[src/rtl/multicycle_controller.sv]
// multicycle_controller: Moore FSM that sequences a multicycle RV32I-subset
// datapath (shared instr/data memory, IR, OldPC, ALUOut and Data registers).
//
// state    | meaning
// FETCH    | read instruction at PC; on mem_ready load IR/OldPC and PC <- PC+4
// DECODE   | ALUOut <- OldPC + imm (branch/jump target), dispatch on op
// MEMADR   | ALUOut <- rs1 + imm (effective address)
// MEMREAD  | load access at ALUOut, wait for mem_ready
// MEMWB    | rd <- Data
// MEMWRITE | store access at ALUOut, strobe only with mem_ready
// EXECR    | ALUOut <- rs1 op rs2
// ALUWB    | rd <- ALUOut
// EXECI    | ALUOut <- rs1 op imm
// JAL      | PC <- ALUOut (target), ALUOut <- OldPC + 4
// BEQ      | rs1 - rs2, PC <- ALUOut when Zero
// TRAP     | illegal opcode/funct3 or memory timeout; held until reset
module multicycle_controller #(
  parameter int unsigned WAIT_LIMIT = 0
) (
  input  logic       clk,
  input  logic       reset,
  input  logic [6:0] op,
  input  logic [2:0] funct3,
  input  logic       funct7b5,
  input  logic       Zero,
  input  logic       mem_ready,
  output logic       mem_req,
  output logic       AdrSrc,
  output logic       IRWrite,
  output logic       PCWrite,
  output logic       MemWrite,
  output logic       RegWrite,
  output logic [1:0] ResultSrc,
  output logic [1:0] ALUSrcA,
  output logic [1:0] ALUSrcB,
  output logic [1:0] ImmSrc,
  output logic [2:0] ALUControl,
  output logic       trap,
  output logic [3:0] state_o
);

  typedef enum logic [3:0] {
    S_FETCH    = 4'd0,
    S_DECODE   = 4'd1,
    S_MEMADR   = 4'd2,
    S_MEMREAD  = 4'd3,
    S_MEMWB    = 4'd4,
    S_MEMWRITE = 4'd5,
    S_EXECR    = 4'd6,
    S_ALUWB    = 4'd7,
    S_EXECI    = 4'd8,
    S_JAL      = 4'd9,
    S_BEQ      = 4'd10,
    S_TRAP     = 4'd11
  } state_t;

  localparam logic [6:0] OP_LW   = 7'b0000011;
  localparam logic [6:0] OP_SW   = 7'b0100011;
  localparam logic [6:0] OP_R    = 7'b0110011;
  localparam logic [6:0] OP_I    = 7'b0010011;
  localparam logic [6:0] OP_BEQ  = 7'b1100011;
  localparam logic [6:0] OP_JAL  = 7'b1101111;

  localparam logic [2:0] ALU_ADD = 3'b000;
  localparam logic [2:0] ALU_SUB = 3'b001;
  localparam logic [2:0] ALU_AND = 3'b010;
  localparam logic [2:0] ALU_OR  = 3'b011;
  localparam logic [2:0] ALU_SLT = 3'b101;

  // Timeout fires on the cycle the counter already holds WAIT_LIMIT-1 and the
  // memory is still not ready, i.e. after exactly WAIT_LIMIT waiting cycles.
  localparam bit         TIMEOUT_EN = (WAIT_LIMIT != 0);
  localparam logic [7:0] WAIT_LAST  = 8'(WAIT_LIMIT - 1);

  state_t     state;
  logic [7:0] wait_cnt;
  logic [7:0] wait_inc;
  logic       wait_expired;
  logic       alu_ok;
  logic [2:0] alu_ctl;

  logic       mem_req_c;
  logic       ir_write_c;
  logic       pc_write_c;
  logic       mem_write_c;
  logic       reg_write_c;

  // Counter saturates so an unbounded wait never wraps back to a small value.
  assign wait_inc     = (wait_cnt == 8'hff) ? wait_cnt : wait_cnt + 8'd1;
  assign wait_expired = TIMEOUT_EN && (wait_cnt == WAIT_LAST);

  // ALU operation from funct3; unsupported encodings mark the instruction illegal.
  always_comb begin
    alu_ok  = 1'b1;
    alu_ctl = ALU_ADD;
    case (funct3)
      3'b000:  alu_ctl = (state == S_EXECR && funct7b5) ? ALU_SUB : ALU_ADD;
      3'b010:  alu_ctl = ALU_SLT;
      3'b110:  alu_ctl = ALU_OR;
      3'b111:  alu_ctl = ALU_AND;
      default: alu_ok  = 1'b0;
    endcase
  end

  // State register and memory wait counter; counter clears whenever the state changes.
  always_ff @(posedge clk or negedge reset) begin
    if (!reset) begin
      state    <= S_FETCH;
      wait_cnt <= '0;
    end else begin
      case (state)
        S_FETCH, S_MEMREAD, S_MEMWRITE: begin
          if (mem_ready) begin
            wait_cnt <= '0;
            case (state)
              S_FETCH:   state <= S_DECODE;
              S_MEMREAD: state <= S_MEMWB;
              default:   state <= S_FETCH;
            endcase
          end else if (wait_expired) begin
            state    <= S_TRAP;
            wait_cnt <= '0;
          end else begin
            wait_cnt <= wait_inc;
          end
        end
        S_DECODE: begin
          case (op)
            OP_LW, OP_SW: state <= S_MEMADR;
            OP_R:         state <= S_EXECR;
            OP_I:         state <= S_EXECI;
            OP_BEQ:       state <= S_BEQ;
            OP_JAL:       state <= S_JAL;
            default:      state <= S_TRAP;
          endcase
        end
        S_MEMADR:           state <= (op == OP_SW) ? S_MEMWRITE : S_MEMREAD;
        S_EXECR, S_EXECI:   state <= alu_ok ? S_ALUWB : S_TRAP;
        S_JAL:              state <= S_ALUWB;
        S_MEMWB, S_ALUWB,
        S_BEQ:              state <= S_FETCH;
        S_TRAP:             state <= S_TRAP;
        default:            state <= S_TRAP;
      endcase
    end
  end

  // Per-state datapath controls; strobes gated by mem_ready/Zero where the access completes.
  always_comb begin
    mem_req_c   = 1'b0;
    ir_write_c  = 1'b0;
    pc_write_c  = 1'b0;
    mem_write_c = 1'b0;
    reg_write_c = 1'b0;
    AdrSrc      = 1'b0;
    ResultSrc   = 2'b00;
    ALUSrcA     = 2'b00;
    ALUSrcB     = 2'b00;
    ImmSrc      = 2'b00;
    ALUControl  = ALU_ADD;
    case (state)
      S_FETCH: begin
        mem_req_c  = 1'b1;
        ALUSrcB    = 2'b10;
        ResultSrc  = 2'b10;
        ir_write_c = mem_ready;
        pc_write_c = mem_ready;
      end
      S_DECODE: begin
        ALUSrcA = 2'b01;
        ALUSrcB = 2'b01;
        case (op)
          OP_SW:   ImmSrc = 2'b01;
          OP_BEQ:  ImmSrc = 2'b10;
          OP_JAL:  ImmSrc = 2'b11;
          default: ImmSrc = 2'b00;
        endcase
      end
      S_MEMADR: begin
        ALUSrcA = 2'b10;
        ALUSrcB = 2'b01;
        ImmSrc  = (op == OP_SW) ? 2'b01 : 2'b00;
      end
      S_MEMREAD: begin
        mem_req_c = 1'b1;
        AdrSrc    = 1'b1;
      end
      S_MEMWB: begin
        ResultSrc   = 2'b01;
        reg_write_c = 1'b1;
      end
      S_MEMWRITE: begin
        mem_req_c   = 1'b1;
        AdrSrc      = 1'b1;
        mem_write_c = mem_ready;
      end
      S_EXECR: begin
        ALUSrcA    = 2'b10;
        ALUSrcB    = 2'b00;
        ALUControl = alu_ok ? alu_ctl : ALU_ADD;
      end
      S_EXECI: begin
        ALUSrcA    = 2'b10;
        ALUSrcB    = 2'b01;
        ALUControl = alu_ok ? alu_ctl : ALU_ADD;
      end
      S_ALUWB: begin
        ResultSrc   = 2'b00;
        reg_write_c = 1'b1;
      end
      S_JAL: begin
        ALUSrcA    = 2'b01;
        ALUSrcB    = 2'b10;
        pc_write_c = 1'b1;
      end
      S_BEQ: begin
        ALUSrcA    = 2'b10;
        ALUSrcB    = 2'b00;
        ALUControl = ALU_SUB;
        ImmSrc     = 2'b10;
        pc_write_c = Zero;
      end
      default: ;
    endcase
  end

  // Reset low suppresses every strobe, even while the state reads FETCH.
  assign mem_req  = mem_req_c   & reset;
  assign IRWrite  = ir_write_c  & reset;
  assign PCWrite  = pc_write_c  & reset;
  assign MemWrite = mem_write_c & reset;
  assign RegWrite = reg_write_c & reset;

  assign trap    = (state == S_TRAP);
  assign state_o = state;

endmodule

[config.mk]
export PLATFORM = sky130hd
export DESIGN_NAME = multicycle_controller
export DESIGN_NICKNAME = d
export VERILOG_FILES = /design/src/rtl/multicycle_controller.sv
export SDC_FILE = /design/constraint.sdc
export NUM_CORES = 1
export LEC_CHECK = 0
export CAP_MARGIN = 10
export CORE_ASPECT_RATIO = 1.2
export CORE_MARGIN = 4
export CORE_UTILIZATION = 40
export CTS_BUF_LIST = sky130_fd_sc_hd__clkbuf_16
export DETAILED_ROUTE_END_ITERATION = 8
export PLACE_DENSITY = 0.77
export SYNTH_ARGS = -nofsm -noshare
export SYNTH_HDL_FRONTEND = slang
export SYNTH_SLANG_ARGS = --single-unit
[constraint.sdc]
create_clock -name clk -period 2.1 [get_ports clk]
set_input_delay 0.42 -clock clk [delete_from_list [all_inputs] [get_ports clk]]
set_output_delay 0.42 -clock clk [all_outputs]
set_load 0.05 [all_outputs]
==> impl_metrics.csv, run 1 <==
group,metric,value,unit
run_status,outcome,"did not finish",
run_status,stop_stage,"clock tree synthesis",
run_status,error_line,"[ERROR DPL-0038] Utilization greater than 100%, impossible to legalize",
clock_network,cts_sinks,4,
synth,synth_edf_count,0,
synth,synth_area_leaders,"dfrtp_1 13%, nand2b_1 5.9%, a21oi_1 4.7%",
synth,synth_compound_area_share,28.6,%
die,io_pins,37,
synth,synth_top_family_by_area,"simple AND/OR/NAND/NOR gates",
synth,ys_seq_elements,4,
die,start_util,44.0,%
synth,muxShareOfSynthArea,2.84,%
clock_network,cts-root-buf,"clkbuf_16",
clock_network,ctsResizeCount,28,
die,die_w,47.5,um
synth,netlist_area,748,um2
clock_network,h-tree-depth,1,
synth,yosys.area_share.adder,1.34,%
clock_network,cts-buffers-inserted,3,
synth,synthSimpleGateAreaFrac,43.3,%
synth,synth_common_cells,"9 x nand2_1, 9 x nor2_1, 7 x a21oi_1, 7 x nand2b_1, 6 x buf_2",
synth,syn_nets,123,
die,die_h,55.4,um
die,placement_rows,16,
synth,yosys.cell_types.count,44,
synth,seq_area_frac_synth,13.4,%
placed_design,routabilityCongestion,0.814,
placed_design,portBuffers,36,
clock_network,cts_hold_buffers,0,
synth,synthXorXnorAreaFrac,3.51,%
clock_network,postCtsSetupRepairBufs,5,
synth,synthCells,108,
synth,yosysWarnings,0,
synth,async_flop_share,100,%
synth,yosysTopAreaCellShare,13.4,%
synth,synth_ff_type,"dfrtp_1",
clock_network,clockBufferDepth,2,
synth,yosysTopAreaCell,"dfrtp_1",
synth,syn_area_per_cell,6.93,um2
placed_design,dp_hpwl,2900,um
## through the flow
step                      instances  setup TNS (ns)  instance area, um2  hold WS, ns  worst slack, ns
after global placement          172               0                1570        0.660           0.0327
after detailed placement        172          -0.149                1570        0.692          -0.0672
after floorplan                 108          -0.623                 932        0.124           -0.436
## kinds of logic after synthesis
kind of cell | after synthesis
and+or+nand+nor | 56
AOI/OAI and AO/OA | 30
buffers and inverters | 12
DFF | 4
xor gates and xnor gates | 3
muxes | 2
adders and majority gates | 1
==> run 2: changes to the inputs <==
Settings changed: CORE_AREA from default to 4 4 65 67, CORE_ASPECT_RATIO 1.2 to default, CORE_MARGIN 4 to default, CORE_UTILIZATION 40 to default, CTS_BUF_LIST sky130_fd_sc_hd__clkbuf_16 to default, DIE_AREA from default to 0 0 69 71, PLACE_DENSITY 0.77 to default, PLACE_DENSITY_LB_ADDON from default to 0.15.
==> impl_metrics.csv, run 2 <==
group,metric,value,unit
power_and_ir_drop,comb_power_share,87.7,%
global_route,grt_pass1_wl,5000,um
power_and_ir_drop,irDropWorstVdd,0.000407,V
cells_and_area,synthToLayoutAreaGrowth,137,%
synth,syn_nets,123,
placed_design,dp_hpwl,2310,um
die,core,3630,um2
synth,seq_area_frac_synth,13.4,%
clock_network,cts_tree,"yes",
synth,yosysTopAreaCell,"dfrtp_1",
power_and_ir_drop,power_frac_seq,6.6,%
critical_path,cp-end-kind,"output port",
timing,grt_setup_unrepaired,"yes",
drt,ant_nets,0,
clock_network,h-tree-depth,1,
critical_path,cp-startpoint,"state_o[3]",
critical_path,cp_data_required_time,1.68,ns
synth,synth_edf_count,0,
cells_and_area,drive_above_1_share,52.1,%
critical_path,path_class,"flip-flop to output port",
cells_and_area,final_common_cell,"buf_4",
critical_path,reg2reg_from,"state_o[0]",
timing,hold_viol,0,
die,die_h,71,um
drt,route.detailed.wl_per_inst,13.4,um
power_and_ir_drop,intPower,1.35,mW
clock_network,clockBufferDepth,2,
drt,vias_per_cell,4.90,
global_route,grt_use_total,12.1,%
placed_design,routabilityCongestion,0.906,
placed_design,placed_area,1610,um2
run_status,outcome,"complete, but fails checks",
drt,drt-total-wl,2880,um
job,max_cap_violations,0,
clock_network,cts_hold_buffers,0,
synth,async_flop_share,100,%
die,start_util,20.6,%
clock_network,cts-root-buf,"clkbuf_8",
synth,synth_common_cells,"9 x nand2_1, 9 x nor2_1, 7 x a21oi_1, 7 x nand2b_1, 6 x buf_2",
global_route,antenna_found_initial,0,
synth,yosysTopAreaCellShare,13.4,%
synth,ys_seq_elements,4,
timing,min_period,2.10,ns
synth,yosys.cell_types.count,44,
synth,netlist_area,748,um2
cells_and_area,multi_input_area,788,um2
placed_design,portBuffers,36,
critical_path,worstPathArrival,1.68,ns
timing,slew_headroom,80.8,%
drt,drt_pre_antenna_iters,6,
die,die_w,69,um
run_status,violations,"setup timing",
cells_and_area,n_fill_cell,366,
clock_network,cts_sinks,4,
cells_and_area,largest_register_ffs,4,
critical_path,r2r_cells,6,
synth,synthCells,108,
timing,drv_slew,0,
synth,syn_area_per_cell,6.93,um2
power_and_ir_drop,power_density,1560,nW/um2
drt,drcViolationCount,0,
drt,drt_iter0_drc,33,
cells_and_area,utilization,48.9,%
global_route,grt_pass1_vias,1052,
global_route,grt_max_degree,12,
synth,synth_ff_type,"dfrtp_1",
power_and_ir_drop,clock_power_share,5.7,%
cells_and_area,stdcell_area,1780,um2
synth,synth_area_leaders,"dfrtp_1 13%, nand2b_1 5.9%, a21oi_1 4.7%",
critical_path,path_max_fanout,7,
cells_and_area,layout_common_cells,"31 x buf_4, 19 x buf_12, 8 x nand2_1",
timing,tightest_slew,0.286,ns
clock_network,clock_latency,0.21,ns
critical_path,r2r_slack,0.24,ns
worst_hold_path,hold_path_class,"input pin to async pin",
timing,fmax,475,MHz
timing,setup_viol,1,
power_and_ir_drop,p_switching,1.42,mW
cells_and_area,diodes,0,
timing,finClkSkew,0.000506,ns
die,dieArea,4900,um2
power_and_ir_drop,swShare,51.3,%
synth,yosysWarnings,0,
timing,period_share,100,%
timing,fin_ws,-0.00346,ns
clock_network,clk_pin_slew,0.03,ns
cells_and_area,nets,184,
drt,vias,1054,
die,placement_rows,22,
cells_and_area,regArea,105,um2
clock_network,cts-buffers-inserted,3,
critical_path,worst_r2r_endpoint,"state_o[2]",
power_and_ir_drop,leakage,0.722,nW
critical_path,start_kind,"flip-flop",
global_route,overflow,0,
die,io_pins,37,
==> run 2: cell counts after synthesis <==
Identical to the previous run, type by type.
==> run 2: metal layers <==
metal / global-route usage (%) / vias up / part of all wire (%)
met1: 15.0 / 496 / 45
li1: - / 526 / -
met2: 20.3 / 30 / 50
met4: 3.69 / 0 / 0.59
met5: 0 / - / 0
met3: 3.27 / 2 / 4.6
==> run 2: cell families after synthesis <==
| family | count (synthesis) | share of synthesized area, % |
|---|---|---|
| and+or+nand+nor | 56 | 43.3 |
| AOI/OAI and AO/OA | 30 | 28.6 |
| buffers and inverters | 12 | 7.02 |
| DFF | 4 | 13.4 |
| xor gates and xnor gates | 3 | 3.51 |
| muxes | 2 | 2.84 |
| adders and majority gates | 1 | 1.34 |
==> run 2: power by group through the flow <==
| stage | registers (mW) | logic, mW | clock network [mW] |
|---|---|---|---|
| floorplan | 0.291 | 1.33 | 0 |
| global placement | 0.194 | 2.24 | 0 |
| detailed placement | 0.195 | 2.25 | 0 |
| CTS | 0.181 | 2.34 | 0.163 |
| global route | 0.192 | 2.56 | 0.167 |
| finish | 0.181 | 2.42 | 0.158 |
==> run 2: how the worst max path moves through the flow <==
stage | end | slack [ns] | depth (start not counted)
2_1_floorplan | PCWrite | -0.44 | 5
3_3_place_gp | state_o[2] | 0.01 | 6
3_5_place_dp | ImmSrc[1] | 0.004 | 6
4_1_cts | ALUControl[2] | -0.009 | 5
5_1_grt | ALUControl[2] | -0.08 | 6
6_report | ALUControl[2] | -0.003 | 6
==> run 2: final cells by class <==
cell class,instances,area share (%)
inverter,3,0.634
clock buffer,3,2.32
timing repair buffer,65,43.4
tap,48,3.38
sequential,4,5.92
multi-input combinational,92,44.4
==> run 2: through the flow <==
stage | cells | setup TNS (ns) | setup WS (ns) | hold WS (ns) | total power [mW]
after floorplan | 108 | -0.623 | -0.436 | 0.124 | 1.62
after global placement | 203 | 0 | 0.0131 | 0.711 | 2.43
after detailed placement | 203 | 0 | 0.00405 | 0.713 | 2.44
after CTS | 211 | -0.00866 | -0.00866 | 0.560 | 2.69
after global routing | 215 | -0.262 | -0.0832 | 0.580 | 2.92
final | 215 | -0.00346 | -0.00346 | 0.552 | 2.76
==> run 2: critical path, stage by stage, from the launching register on <==
cell and delay [ns]:
dfrtp_2 0.44, buf_6 0.15, nand3b_1 0.20, a21oi_4 0.21
nand2_4 0.09, nor3_4 0.22, buf_12 0.16
==> run 2: repair_timing <==
item | CTS | global route
gates resized for setup | 7 | 14
endpoints found under the setup margin | 7 | 8
buffers inserted | 5 | 4
pin swaps | 5 | 4
(Power assumes the default switching activity.)
